==> config.mk <==
export PLATFORM = sky130hd
export DESIGN_NAME = uart_tx_scheduler_flat
export DESIGN_NICKNAME = d
export VERILOG_FILES = /design/src/rtl/uart_sched_pkg.sv /design/src/rtl/uart_tx_scheduler_if.sv /design/src/rtl/uart_sched_rr_arb.sv /design/src/rtl/uart_tx_scheduler.sv /design/src/flat_wrapper.sv
export SDC_FILE = /design/constraint.sdc
export NUM_CORES = 1
export LEC_CHECK = 0
export ABC_AREA = 0
export CAP_MARGIN = 10
export CORE_MARGIN = 4
export CORE_UTILIZATION = 40
export CTS_CLUSTER_DIAMETER = 50
export DETAILED_ROUTE_END_ITERATION = 10
export PLACE_DENSITY = 0.76
export SETUP_SLACK_MARGIN = 0.4
export SYNTH_ARGS = -nofsm -noshare
export SYNTH_HDL_FRONTEND = slang
export SYNTH_SLANG_ARGS = --single-unit
==> constraint.sdc <==
create_clock -name clk -period 1.41 [get_ports clk]
set_clock_uncertainty 0.05 [all_clocks]
set_input_delay 0.282 -clock clk [delete_from_list [all_inputs] [get_ports clk]]
set_output_delay 0.282 -clock clk [all_outputs]
set_load 0.02 [all_outputs]
==> src/rtl/uart_sched_pkg.sv <==
// Shared types and constants for the UART transmit scheduler.
package uart_sched_pkg;

  typedef enum logic [1:0] {
    IDLE       = 2'b00,
    ISSUE      = 2'b01,
    WAIT_START = 2'b10,
    WAIT_DONE  = 2'b11
  } sched_state_e;

  localparam int unsigned START_TIMEOUT_DEFAULT = 15;
  localparam int unsigned FRAME_WIDTH           = 16;

  localparam logic GRANT_A = 1'b0;
  localparam logic GRANT_B = 1'b1;

  // Number of bytes carried by a frame request.
  function automatic logic [1:0] frame_bytes(input logic two_byte);
    return two_byte ? 2'd2 : 2'd1;
  endfunction

endpackage

==> src/rtl/uart_tx_scheduler_if.sv <==
// Requester and UART TX side signals of the scheduler.
interface uart_tx_scheduler_if #(
  parameter int unsigned DATA_WIDTH = 8
);
  import uart_sched_pkg::*;

  logic                   a_valid;
  logic [FRAME_WIDTH-1:0] a_data;
  logic                   a_two_byte;
  logic                   b_valid;
  logic [FRAME_WIDTH-1:0] b_data;
  logic                   b_two_byte;
  logic                   tx_busy;
  logic                   a_ack;
  logic                   b_ack;
  logic                   tx_valid;
  logic [DATA_WIDTH-1:0]  tx_data;
  logic                   sched_busy;
  logic                   grant_id;
  logic                   tx_err;

  modport slave (
    input  a_valid, a_data, a_two_byte,
    input  b_valid, b_data, b_two_byte,
    input  tx_busy,
    output a_ack, b_ack, tx_valid, tx_data, sched_busy, grant_id, tx_err
  );

  modport master (
    output a_valid, a_data, a_two_byte,
    output b_valid, b_data, b_two_byte,
    output tx_busy,
    input  a_ack, b_ack, tx_valid, tx_data, sched_busy, grant_id, tx_err
  );

endinterface

==> src/rtl/uart_sched_rr_arb.sv <==
// Two-way round-robin arbiter: on contention the requester not granted last wins.
module uart_sched_rr_arb
  import uart_sched_pkg::*;
(
  input  logic [1:0] req,
  input  logic       last_grant,
  output logic [1:0] gnt
);

  // Grant selection from current requests and previous owner.
  always_comb begin
    gnt = '0;
    if (req[0] && (!req[1] || last_grant == GRANT_B)) begin
      gnt[0] = 1'b1;
    end else if (req[1]) begin
      gnt[1] = 1'b1;
    end
  end

endmodule

==> src/rtl/uart_tx_scheduler.sv <==
// Arbitrates two frame requesters onto one UART TX, sending 1 or 2 bytes LSB first.
module uart_tx_scheduler
  import uart_sched_pkg::*;
#(
  parameter int unsigned START_TIMEOUT = START_TIMEOUT_DEFAULT,
  parameter int unsigned DATA_WIDTH    = 8
) (
  input  logic                clk,
  input  logic                rst,
  uart_tx_scheduler_if.slave  bus
);

  localparam int unsigned CNT_W = (START_TIMEOUT < 2) ? 1 : $clog2(START_TIMEOUT + 1);
  localparam logic [CNT_W-1:0] TO_LAST = CNT_W'(START_TIMEOUT - 1);
  localparam logic [CNT_W-1:0] TO_SAT  = CNT_W'(START_TIMEOUT);

  sched_state_e           state, state_nxt;
  logic [FRAME_WIDTH-1:0] hold;
  logic [1:0]             bytes_left;
  logic [CNT_W-1:0]       to_cnt;
  logic                   last_grant;
  logic                   grant_id_q;

  logic [1:0]             req, gnt;
  logic [FRAME_WIDTH-1:0] sel_data;
  logic                   sel_two;

  logic a_ack_c, b_ack_c, tx_valid_c, tx_err_c;
  logic load_frame, next_byte, cnt_inc, frame_end;

  assign req = {bus.b_valid, bus.a_valid};

  uart_sched_rr_arb u_arb (
    .req        (req),
    .last_grant (last_grant),
    .gnt        (gnt)
  );

  assign sel_data = gnt[1] ? bus.b_data     : bus.a_data;
  assign sel_two  = gnt[1] ? bus.b_two_byte : bus.a_two_byte;

  // State register.
  always_ff @(posedge clk) begin
    if (rst) begin
      state <= IDLE;
    end else begin
      state <= state_nxt;
    end
  end

  // Next-state and per-cycle strobes.
  always_comb begin
    state_nxt  = state;
    a_ack_c    = 1'b0;
    b_ack_c    = 1'b0;
    tx_valid_c = 1'b0;
    tx_err_c   = 1'b0;
    load_frame = 1'b0;
    next_byte  = 1'b0;
    cnt_inc    = 1'b0;
    frame_end  = 1'b0;
    case (state)
      IDLE: begin
        if (|gnt) begin
          a_ack_c    = gnt[0];
          b_ack_c    = gnt[1];
          load_frame = 1'b1;
          state_nxt  = ISSUE;
        end
      end
      ISSUE: begin
        if (!bus.tx_busy) begin
          tx_valid_c = 1'b1;
          state_nxt  = WAIT_START;
        end
      end
      WAIT_START: begin
        if (bus.tx_busy) begin
          state_nxt = WAIT_DONE;
        end else if (to_cnt >= TO_LAST) begin
          tx_err_c  = 1'b1;
          frame_end = 1'b1;
          state_nxt = IDLE;
        end else begin
          cnt_inc = 1'b1;
        end
      end
      WAIT_DONE: begin
        if (!bus.tx_busy) begin
          if (bytes_left == 2'd2) begin
            next_byte = 1'b1;
            state_nxt = ISSUE;
          end else begin
            frame_end = 1'b1;
            state_nxt = IDLE;
          end
        end
      end
      default: state_nxt = IDLE;
    endcase
  end

  // Frame hold register, byte count, ownership and start-timeout counter.
  always_ff @(posedge clk) begin
    if (rst) begin
      hold       <= '0;
      bytes_left <= '0;
      to_cnt     <= '0;
      last_grant <= GRANT_B;
      grant_id_q <= GRANT_A;
    end else begin
      if (load_frame) begin
        hold       <= sel_data;
        bytes_left <= frame_bytes(sel_two);
        last_grant <= gnt[1];
        grant_id_q <= gnt[1];
      end else if (next_byte) begin
        hold       <= hold >> DATA_WIDTH;
        bytes_left <= 2'd1;
      end else if (frame_end) begin
        bytes_left <= '0;
      end

      // Cleared on the ISSUE->WAIT_START transition, the only way into WAIT_START.
      if (tx_valid_c) begin
        to_cnt <= '0;
      end else if (cnt_inc && to_cnt != TO_SAT) begin
        to_cnt <= to_cnt + 1'b1;
      end
    end
  end

  // tx_data is the low byte of the hold register, so it is registered and
  // changes only on frame load or byte shift.
  assign bus.tx_data    = hold[DATA_WIDTH-1:0];
  assign bus.grant_id   = grant_id_q;
  assign bus.a_ack      = a_ack_c    & ~rst;
  assign bus.b_ack      = b_ack_c    & ~rst;
  assign bus.tx_valid   = tx_valid_c & ~rst;
  assign bus.tx_err     = tx_err_c   & ~rst;
  assign bus.sched_busy = (state != IDLE) & ~rst;

endmodule

==> src/flat_wrapper.sv <==
// flat-port wrapper written by rule: the top's interface ports become plain ports
module uart_tx_scheduler_flat import uart_sched_pkg::*;
#(
  parameter int unsigned START_TIMEOUT = START_TIMEOUT_DEFAULT,
  parameter int unsigned DATA_WIDTH    = 8
)
  (clk, rst, bus_a_valid, bus_a_data, bus_a_two_byte, bus_b_valid, bus_b_data, bus_b_two_byte, bus_tx_busy, bus_a_ack, bus_b_ack, bus_tx_valid, bus_tx_data, bus_sched_busy, bus_grant_id, bus_tx_err);
  uart_tx_scheduler_if #(.DATA_WIDTH(DATA_WIDTH)) bus_i ();
  input  logic clk;
  input  logic rst;
  input wire logic [$bits(bus_i.a_valid)-1:0] bus_a_valid;
  input wire logic [$bits(bus_i.a_data)-1:0] bus_a_data;
  input wire logic [$bits(bus_i.a_two_byte)-1:0] bus_a_two_byte;
  input wire logic [$bits(bus_i.b_valid)-1:0] bus_b_valid;
  input wire logic [$bits(bus_i.b_data)-1:0] bus_b_data;
  input wire logic [$bits(bus_i.b_two_byte)-1:0] bus_b_two_byte;
  input wire logic [$bits(bus_i.tx_busy)-1:0] bus_tx_busy;
  output wire logic [$bits(bus_i.a_ack)-1:0] bus_a_ack;
  output wire logic [$bits(bus_i.b_ack)-1:0] bus_b_ack;
  output wire logic [$bits(bus_i.tx_valid)-1:0] bus_tx_valid;
  output wire logic [$bits(bus_i.tx_data)-1:0] bus_tx_data;
  output wire logic [$bits(bus_i.sched_busy)-1:0] bus_sched_busy;
  output wire logic [$bits(bus_i.grant_id)-1:0] bus_grant_id;
  output wire logic [$bits(bus_i.tx_err)-1:0] bus_tx_err;
  assign bus_i.a_valid = bus_a_valid;
  assign bus_i.a_data = bus_a_data;
  assign bus_i.a_two_byte = bus_a_two_byte;
  assign bus_i.b_valid = bus_b_valid;
  assign bus_i.b_data = bus_b_data;
  assign bus_i.b_two_byte = bus_b_two_byte;
  assign bus_i.tx_busy = bus_tx_busy;
  assign bus_a_ack = bus_i.a_ack;
  assign bus_b_ack = bus_i.b_ack;
  assign bus_tx_valid = bus_i.tx_valid;
  assign bus_tx_data = bus_i.tx_data;
  assign bus_sched_busy = bus_i.sched_busy;
  assign bus_grant_id = bus_i.grant_id;
  assign bus_tx_err = bus_i.tx_err;
  uart_tx_scheduler #(.START_TIMEOUT(START_TIMEOUT), .DATA_WIDTH(DATA_WIDTH)) u_core (.clk(clk), .rst(rst), .bus(bus_i));
endmodule
==> metrics.txt <==
Crit. Startpoint u_core.to_cnt[0]; flops & latches, synth 26; Avg WL per Cell 20.8 um; final critical-path required period 1.71 ns; cell taking the most area after synthesis dfxtp_1; vias 1,720; initial antenna violation count 0; Worst-Margin Slew 0.378 ns; internal reg-to-reg setup slack -0.27 ns; WHS Path Cells 2; first-pass GRT wire length 8.94 mm; CTS Root Cell clkbuf_4; Mapped Nets 198; Async SR Flop Fraction 0%; max_slew headroom 74.7%; Worst-path clk slew 0.16 ns; status finished with violations; Critical Path Start Type register; Post-synth EDFFs 0; hold violation count in the final report 0; routed wire length 6.24 mm; vias in the first global route 1,760; synthesized area per cell 9.20 um^2; IR drop worst, VDD 0.839 mV; P per Cell Area 835 nW/um^2; Worst Setup End Kind output pin; Hold Buf Count CTS 0; Die W 68.1 um; largest net degree at the start of global routing 24; critical path class register to output pin; routability congestion estimate 0.815; CTS max path bufs 2; IO Pins 53; crit path max fanout 2; CORE AREA 3420 um^2; failing checks negative setup slack; WHS 0.474 ns; # DRC 0; Final HPWL DP 2.99 mm; Worst Path Required 1.08 ns; cells on worst reg2reg path 8; fin nets 296; Initial Utilization 42.3%; Synth Instances 157; htree depth 1; Yosys top cell area share 36.0%; Critical path destination bus_tx_err; CP Data Arrival Time 1.38 ns; largest cells by area after synthesis dfxtp_1, mux2i_1, buf_4, nand4b_1, nand2_1; worst min path class register to register; All-Layer GR Usage 26.3%; DRT Pass-1 Iters 4; Via-to-Cell Ratio 5.73; fin. max-slew vios 0; Fmax 0.584 GHz; Primary FF master, synth dfxtp_1; synthesized area 1450 um^2; Die Area 4640 um^2; area delta synth->final 102%; share of the cycle needed by the critical path after routing 121%; Port Buf Inserts 52; die span in y 68.1 um; # setup viols final 22; CTS Buf Count 3; launch point of the worst reg-to-reg path u_core.to_cnt[0]; cell with the most instances after synthesis dfxtp_1; clk sink count 26; ANT nets after route 0; max cap viols 0; layout cells sized above 1 57.9%; reg2reg end u_core.to_cnt[0]; CTS tree yes; design area 2920 um^2; RSZ-0062 raised after global routing true; PnR worst setup slack -0.302 ns; number of inserted diodes 0; synth warn 0; final core occ 85.5%; # rows 21; Clock Latency Late Sink 0.35 ns; Seq/Total Area, Yosys 36.0%; GRT overflow 0; Area after DPL 2200 um^2; # fillers 173; distinct cell type count after synthesis 41; top cells by count, synth dfxtp_1, nand2_1, buf_4, mux2i_1, nor2_1; Lkg Pwr 1.19 nW; initial DRC count 155
-- metal layers --
| layer | GRT usage [%] | wire length (um) |
|---|---|---|
| met5 | 0 | 0 |
| met4 | 14.4 | 333 |
| met3 | 4.27 | 404 |
| met2 | 47.2 | 3190 |
| met1 | 29.3 | 2310 |
-- where the power goes --
part | leakage, nW | total, W | internal (W) | switching (W)
Clock | 0.0261 | 0.000478 | 0.000218 | 0.000260
Combinational | 0.949 | 0.00107 | 0.000613 | 0.000457
Sequential | 0.220 | 0.000892 | 0.000818 | 0.0000745
Total | 1.19 | 0.00244 | 0.00165 | 0.000792
-- timing repair --
action | CTS | global route
buffers inserted | 21 | 7
pin swaps | 41 | 25
endpoints found under the setup margin | 40 | 40
resized for setup | 158 | 14
cloned | 6 | 0
-- how the worst min path moves through the flow --
stage                    start               to  slack [ns]
6_report       u_core.hold[12]  u_core.hold[12]        0.47
5_1_grt        u_core.hold[11]  u_core.hold[11]        0.49
3_5_place_dp    u_core.hold[3]   u_core.hold[3]        0.42
3_3_place_gp    u_core.hold[3]   u_core.hold[3]        0.40
2_1_floorplan      bus_tx_busy  u_core.state[0]        0.38
4_1_cts         u_core.hold[3]   u_core.hold[3]        0.44
-- through the flow --
step | setup WS (ns) | setup TNS [ns] | std cells | total power, W
global placement | -0.726 | -13.43 | 262 | 0.00151
floorplan | 0.00227 | 0 | 157 | 0.00128
detailed placement | -0.743 | -14.22 | 262 | 0.00153
CTS | -0.285 | -2.04 | 293 | 0.00228
global route | -0.343 | -3.95 | 300 | 0.00252
finish | -0.302 | -2.53 | 300 | 0.00244
-- cells by family after synthesis --
kind of cell    after synthesis  share of synthesized area [%]
fa+ha+maj                     2                           1.73
mux                          12                           8.31
flops                        26                           36.0
simple gates                 58                           23.7
compound gates               38                           20.1
xor+xnor                      1                          0.606
buf+inv                      20                           9.52
-- critical path, stage by stage (launching register included) --
cell	delay (ns)
dfxtp_2	0.37
inv_2	0.05
ha_4	0.15
o211a_4	0.24
nand2_4	0.07
nor2_4	0.04
buf_6	0.12
-- layout by cell type, fill, tap and decap left out, drive strengths merged, types with 4 or more instances in the layout --
cell and n:
clkbuf 4, mux2i 12, o21ai 11, nor2b 6, dlygate4sd2 4, a211oi 6, clkdlybuf4s50 34, nand4b 8
dfxtp 26, a21oi 4, nand2 14, nor2 12, buf 73, a311oi 6
-- sequential cells by signal, summed over array words and instances (netlist names) --
| signal | count |
|---|---|
| u_core.bus.grant_id | 1 |
| u_core.last_grant | 1 |
| u_core.to_cnt | 4 |
| u_core.hold | 16 |
| u_core.bytes_left | 2 |
| u_core.state | 2 |
-- cell type report --
class	instances	area (um^2)	area share (%)
Inverter	1	3.75	0.128
Tap cell	46	57.6	1.97
Multi-Input combinational cell	112	1110	38.2
Sequential cell	26	548	18.8
Timing Repair Buffer	111	1150	39.4
Clock buffer	4	47.5	1.63
Note: power is estimated with default switching activity, not from simulation.
